File: src/rtl/line_fill_buf_pkg.sv
// Shared constants and state encoding for the 64-bit line fill buffer.
package line_fill_buf_pkg;

  localparam int WORD_W = 16;
  localparam int WORDS  = 4;
  localparam int LINE_W = 64;
  localparam int CNT_W  = 3;

  localparam logic [15:0] LINE_ALIGN_MASK = 16'hFFF8;

  typedef enum logic [1:0] {
    ST_IDLE  = 2'd0,
    ST_FILL  = 2'd1,
    ST_DRAIN = 2'd2,
    ST_DONE  = 2'd3
  } state_t;

endpackage

File: src/rtl/line_fill_buf_fill_ctr.sv
// Small up/down counter with synchronous clear; used for the request,
// response and outstanding-request counts of the line fill buffer.
module fill_ctr
  import line_fill_buf_pkg::*;
(
  input  logic             clk,
  input  logic             rst,
  input  logic             clr,
  input  logic             inc,
  input  logic             dec,
  output logic [CNT_W-1:0] cnt
);

  logic [CNT_W-1:0] cnt_q;
  logic [CNT_W-1:0] cnt_d;

  always_comb begin
    cnt_d = cnt_q;
    if (clr) begin
      cnt_d = '0;
    end else if (inc && !dec) begin
      cnt_d = cnt_q + 3'd1;
    end else if (dec && !inc) begin
      cnt_d = cnt_q - 3'd1;
    end
  end

  always_ff @(posedge clk) begin
    if (rst) begin
      cnt_q <= '0;
    end else begin
      cnt_q <= cnt_d;
    end
  end

  assign cnt = cnt_q;

endmodule

File: src/rtl/line_fill_buf.sv
// Issues four word reads for a missed line, gathers the in-order responses
// and presents the assembled line with a one-cycle write enable.
module line_fill_buf
  import line_fill_buf_pkg::*;
(
  input  logic                clk,
  input  logic                rst,
  input  logic                start,
  input  logic                abort,
  input  logic [15:0]         base_addr,
  output logic                mem_rd,
  output logic [15:0]         mem_addr,
  input  logic                mem_stall,
  input  logic                mem_rvalid,
  input  logic [WORD_W-1:0]   mem_rdata,
  output logic [LINE_W-1:0]   line,
  output logic                line_we,
  output logic                busy,
  output logic                done
);

  state_t            state_q, state_d;
  logic [15:0]       aligned_q, aligned_d;
  logic [WORD_W-1:0] slot_q [WORDS];
  logic [WORD_W-1:0] slot_d [WORDS];

  logic [CNT_W-1:0]  req_cnt, resp_cnt, outstanding;
  logic              cnt_clr, req_inc, resp_inc, out_dec;
  logic              rsp_ok;

  // A response with nothing outstanding is a protocol error and is dropped.
  assign rsp_ok = mem_rvalid && (outstanding != 3'd0);

  always_comb begin
    state_d   = state_q;
    aligned_d = aligned_q;
    cnt_clr   = 1'b0;
    req_inc   = 1'b0;
    resp_inc  = 1'b0;
    out_dec   = 1'b0;
    mem_rd    = 1'b0;
    mem_addr  = 16'h0000;
    line_we   = 1'b0;
    done      = 1'b0;
    busy      = (state_q != ST_IDLE);

    case (state_q)
      ST_IDLE: begin
        if (start) begin
          aligned_d = base_addr & LINE_ALIGN_MASK;
          cnt_clr   = 1'b1;
          state_d   = ST_FILL;
        end
      end
      ST_FILL: begin
        if (abort) begin
          // Abort wins: no request this cycle, a coincident response is drained.
          out_dec = rsp_ok;
          if (outstanding == {2'b00, rsp_ok}) begin
            state_d = ST_IDLE;
          end else begin
            state_d = ST_DRAIN;
          end
        end else begin
          mem_rd   = (req_cnt < 3'd4);
          mem_addr = mem_rd ? (aligned_q + {12'h000, req_cnt, 1'b0}) : 16'h0000;
          req_inc  = mem_rd && !mem_stall;
          resp_inc = rsp_ok;
          out_dec  = rsp_ok;
          if (rsp_ok && (resp_cnt == 3'd3)) begin
            state_d = ST_DONE;
          end
        end
      end
      ST_DRAIN: begin
        out_dec = rsp_ok;
        if (rsp_ok && (outstanding == 3'd1)) begin
          state_d = ST_IDLE;
        end
      end
      ST_DONE: begin
        line_we = 1'b1;
        done    = 1'b1;
        state_d = ST_IDLE;
      end
      default: state_d = ST_IDLE;
    endcase
  end

  always_comb begin
    for (int k = 0; k < WORDS; k++) begin
      slot_d[k] = slot_q[k];
      if (resp_inc && (resp_cnt == 3'(k))) begin
        slot_d[k] = mem_rdata;
      end
    end
  end

  always_comb begin
    line = '0;
    for (int k = 0; k < WORDS; k++) begin
      line[k*WORD_W +: WORD_W] = slot_q[k];
    end
  end

  always_ff @(posedge clk) begin
    if (rst) begin
      state_q   <= ST_IDLE;
      aligned_q <= 16'h0000;
      for (int k = 0; k < WORDS; k++) begin
        slot_q[k] <= '0;
      end
    end else begin
      state_q   <= state_d;
      aligned_q <= aligned_d;
      for (int k = 0; k < WORDS; k++) begin
        slot_q[k] <= slot_d[k];
      end
    end
  end

  fill_ctr u_req_ctr (
    .clk (clk),
    .rst (rst),
    .clr (cnt_clr),
    .inc (req_inc),
    .dec (1'b0),
    .cnt (req_cnt)
  );

  fill_ctr u_resp_ctr (
    .clk (clk),
    .rst (rst),
    .clr (cnt_clr),
    .inc (resp_inc),
    .dec (1'b0),
    .cnt (resp_cnt)
  );

  fill_ctr u_out_ctr (
    .clk (clk),
    .rst (rst),
    .clr (cnt_clr),
    .inc (req_inc),
    .dec (out_dec),
    .cnt (outstanding)
  );

endmodule

File: config.mk
export PLATFORM = sky130hd
export DESIGN_NAME = line_fill_buf
export DESIGN_NICKNAME = d
export VERILOG_FILES = /design/src/rtl/line_fill_buf_pkg.sv /design/src/rtl/line_fill_buf_fill_ctr.sv /design/src/rtl/line_fill_buf.sv
export SDC_FILE = /design/constraint.sdc
export NUM_CORES = 1
export LEC_CHECK = 0
export CAP_MARGIN = 15
export CORE_MARGIN = 2
export CORE_UTILIZATION = 47
export DETAILED_ROUTE_END_ITERATION = 16
export PLACE_DENSITY = 0.93
export SLEW_MARGIN = 20
export SYNTH_ARGS = -nofsm -noshare
export SYNTH_HDL_FRONTEND = slang
export SYNTH_SLANG_ARGS = --single-unit
File: constraint.sdc
create_clock -name clk -period 3.5 [get_ports clk]
set_clock_uncertainty 0.05 [all_clocks]
set_input_delay 0.7 -clock clk [delete_from_list [all_inputs] [get_ports clk]]
set_output_delay 0.7 -clock clk [all_outputs]
set_load 0.02 [all_outputs]
==> impl_metrics.env <==
export IMPL_outcome="completed"
export IMPL_layout_area_overhead_vs_synth_pct=38.4
export IMPL_ys_top_cells_by_count="nand2_1 (128), dfxtp_1 (88), a21oi_1 (64)"
export IMPL_rows=31
export IMPL_cp_end_kind="primary output"
export IMPL_hold_slack_ns=0.410
export IMPL_synth_top_area_share_pct=49.0
export IMPL_cp_cell_sequence="clkdlybuf4s50_1 -> or2b_1 -> nor2_1 -> buf_4 -> and2_1 -> clkdlybuf4s50_1"
export IMPL_gp_congestion=0.838
export IMPL_synth_compound_area_share_pct=11.1
export IMPL_detail_route_wirelength_um=9670
export IMPL_cp_common_cell="clkdlybuf4s50_1"
export IMPL_ys_seq_elements=88
export IMPL_synth_area_leaders="dfxtp_1 (49%), nand2_1 (13%), a21oi_1 (8.9%), ha_1 (5.2%), mux2i_1 (4.7%)"
export IMPL_synth_xor_area_share_pct=1.22
export IMPL_synthArstFlopShare_pct=0
export IMPL_drt_iter0_drc=153
export IMPL_drc=0
export IMPL_min_period_over_period_pct=96.0
export IMPL_multiInputGateArea_um2=1650
export IMPL_worst_slew_pin_slew_ns=0.856
export IMPL_cts_tree="done"
export IMPL_drive_above_1_share_pct=4.45
export IMPL_crit_required_ns=2.75
export IMPL_drv_cap=0
export IMPL_max_stage_delay_ns=0.61
export IMPL_syn_area_um2=3590
export IMPL_slew_viol_final=0
export IMPL_p_leak_nw=1.87
export IMPL_grt_pass1_vias=3134
export IMPL_nNetsFinal=587
export IMPL_fmax_ghz=0.298
export IMPL_cts_setup_buffers=0
export IMPL_ctsHoldBuffers=0
export IMPL_start_util_pct=49.0
export IMPL_dpl_hpwl_um=6930
export IMPL_die_area_um2=8360
export IMPL_max_clock_path_buffers=2
export IMPL_crit_type="in2out"
export IMPL_setup_tns_ns=0
export IMPL_r2r_cells=7
export IMPL_grt_antenna_before_repair=0
export IMPL_drt_first_pass_iters=5
export IMPL_synth_area_mux_share_pct=4.74
export IMPL_ctsResizeCount=0
export IMPL_fillers=572
export IMPL_hold_viol_final=0
export IMPL_synth_yosys_seq_area_share_pct=49.0
export IMPL_fin_crit_ns=3.36
export IMPL_seq_area_um2=1760
export IMPL_synth_nets=481
export IMPL_cts_root_buffer_cell="clkbuf_8"
export IMPL_crit_slowest_cell="clkdlybuf4s50_1"
export IMPL_cts_reportedPaths_clkPinSlew_ns=0.08
export IMPL_grt_pass1_wl_um=15200
export IMPL_grt_ovfl_total=0
export IMPL_ys_flop_type="dfxtp_1"
export IMPL_synth_edf_count=0
export IMPL_htree_levels=3
export IMPL_hold_class="reg2reg"
export IMPL_wl_per_cell_um=15.2
export IMPL_yosys_area_share_simple_pct=23.4
export IMPL_critPathLaunchType="input pin"
export IMPL_synth_top_family_by_area="simple AND/OR/NAND/NOR gates"
export IMPL_rrSetupSlack_ns=0.79
export IMPL_ioPinCount=122
export IMPL_worst_ep_arrival_time_ns=2.61
export IMPL_cp_max_fo=13
export IMPL_yosysWarnings=0
export IMPL_synth_area_leader_cell="dfxtp_1"
export IMPL_vias=3284
export IMPL_fp_dieW_um=91.4
export IMPL_synthAdderAreaFrac_pct=5.22
export IMPL_ant_nets=0
export IMPL_power_density_nw_per_um2=432
export IMPL_avgSynthCellArea_um2=8.39
export IMPL_holdPathStages=2
export IMPL_synthDistinctLibCells=39
export IMPL_setup_viol=0
export IMPL_slew_headroom_pct=42.9
export IMPL_rsz0062_at_grt="no"
export IMPL_portBuffers=117
export IMPL_track_usage_pct=22.7
export IMPL_synth_cells=428
export IMPL_coreArea_um2=7330
export IMPL_drt_vias_per_instance=5.15
export IMPL_clkLatencyLatePin_ns=0.36
export IMPL_die_y_um=91.4
export IMPL_diodes=0
export IMPL_grt_max_degree=46
export IMPL_synth_most_common_cell="nand2_1"
export IMPL_cts_buffers=9
export IMPL_vdd_drop_max_v=0.000275
export IMPL_cts_sinks=88
==> layout make-up <==
cell class / count / share of cell area, %
Clock buffer: 11 / 3.05
Clock inverter: 5 / 1.26
Inverter: 10 / 0.755
Multi-Input combinational cell: 305 / 33.1
Sequential cell: 88 / 35.4
Tap cell: 99 / 2.49
Timing Repair Buffer: 120 / 23.9
==> critical path: cells and delay by family <==
kind	cells	cell delay, ns
buffers and inverters	3	1.28
and+or+nand+nor	3	0.63
==> cells by family (layout without fill, tap and decap cells) <==
group                      count (synthesis)  in the layout
muxes                                     17             17
and+or+nand+nor                          193            193
buffers and inverters                     35            146
xor gates and xnor gates                   5              5
other                                      1              1
DFF                                       88             88
adders and majority gates                 15             15
AOI/OAI and AO/OA                         74             74
==> layout by cell type, fill, tap and decap left out, drive strengths merged, types with 2 or more instances in the layout <==
master / instances
inv: 12
nand4: 2
nor3: 2
nand2: 128
nor2b: 4
and2: 15
mux2i: 17
buf: 4
ha: 15
nand3: 5
clkinvlp: 2
xor2: 2
clkdlybuf4s50: 116
xnor2: 3
nor2: 28
dfxtp: 88
and3: 2
a21oi: 66
clkbuf: 11
==> through the flow <==
| step | cell area, um2 | worst slack (ns) | cells | power (mW) | util, % |
|---|---|---|---|---|---|
| finish | 4970 | 0.139 | 638 | 2.15 | 67.8 |
| CTS | 4970 | 0.135 | 638 | 2.14 | 67.8 |
| global placement | 4760 | 0.213 | 622 | 1.39 | 64.9 |
| floorplan | 3590 | 1.11 | 428 | 1.28 | - |
| global route | 4970 | 0.0364 | 638 | 2.22 | 67.8 |
| detailed placement | 4760 | 0.132 | 622 | 1.41 | 64.9 |
==> power by group <==
| part | internal (mW) | leakage (nW) | switching (mW) |
|---|---|---|---|
| clock network | 0.374 | 0.103 | 0.375 |
| logic | 0.143 | 1.05 | 0.189 |
| registers | 1.03 | 0.711 | 0.0290 |
==> registers in the layout, summed over array words and instances (netlist names) <==
register / cells
state_q: 2
aligned_q: 13
u_out_ctr.cnt: 3
u_resp_ctr.cnt: 3
slot_q: 64
u_req_ctr.cnt: 3
==> final timing paths <==
| kind | startpoint | endpoint |
|---|---|---|
| hold reg to reg | slot_q[3][7]$_SDFFE_PP0P_ | slot_q[3][7]$_SDFFE_PP0P_ |
| setup reg to reg | u_out_ctr.cnt[0]$_SDFFE_PP0P_ | slot_q[0][11]$_SDFFE_PP0P_ |
| setup / recovery | abort | mem_addr[3] |
| hold / removal | slot_q[3][7]$_SDFFE_PP0P_ | slot_q[3][7]$_SDFFE_PP0P_ |
==> per-layer routing <==
metal / GRT usage (%) / vias up / wire length [um]
met5: 0 / - / 0
met3: 3.15 / 17 / 440
li1: - / 1599 / -
met4: 9.22 / 0 / 179
met1: 25.9 / 1554 / 3840
met2: 42.2 / 114 / 5210
(Power assumes the default switching activity.)
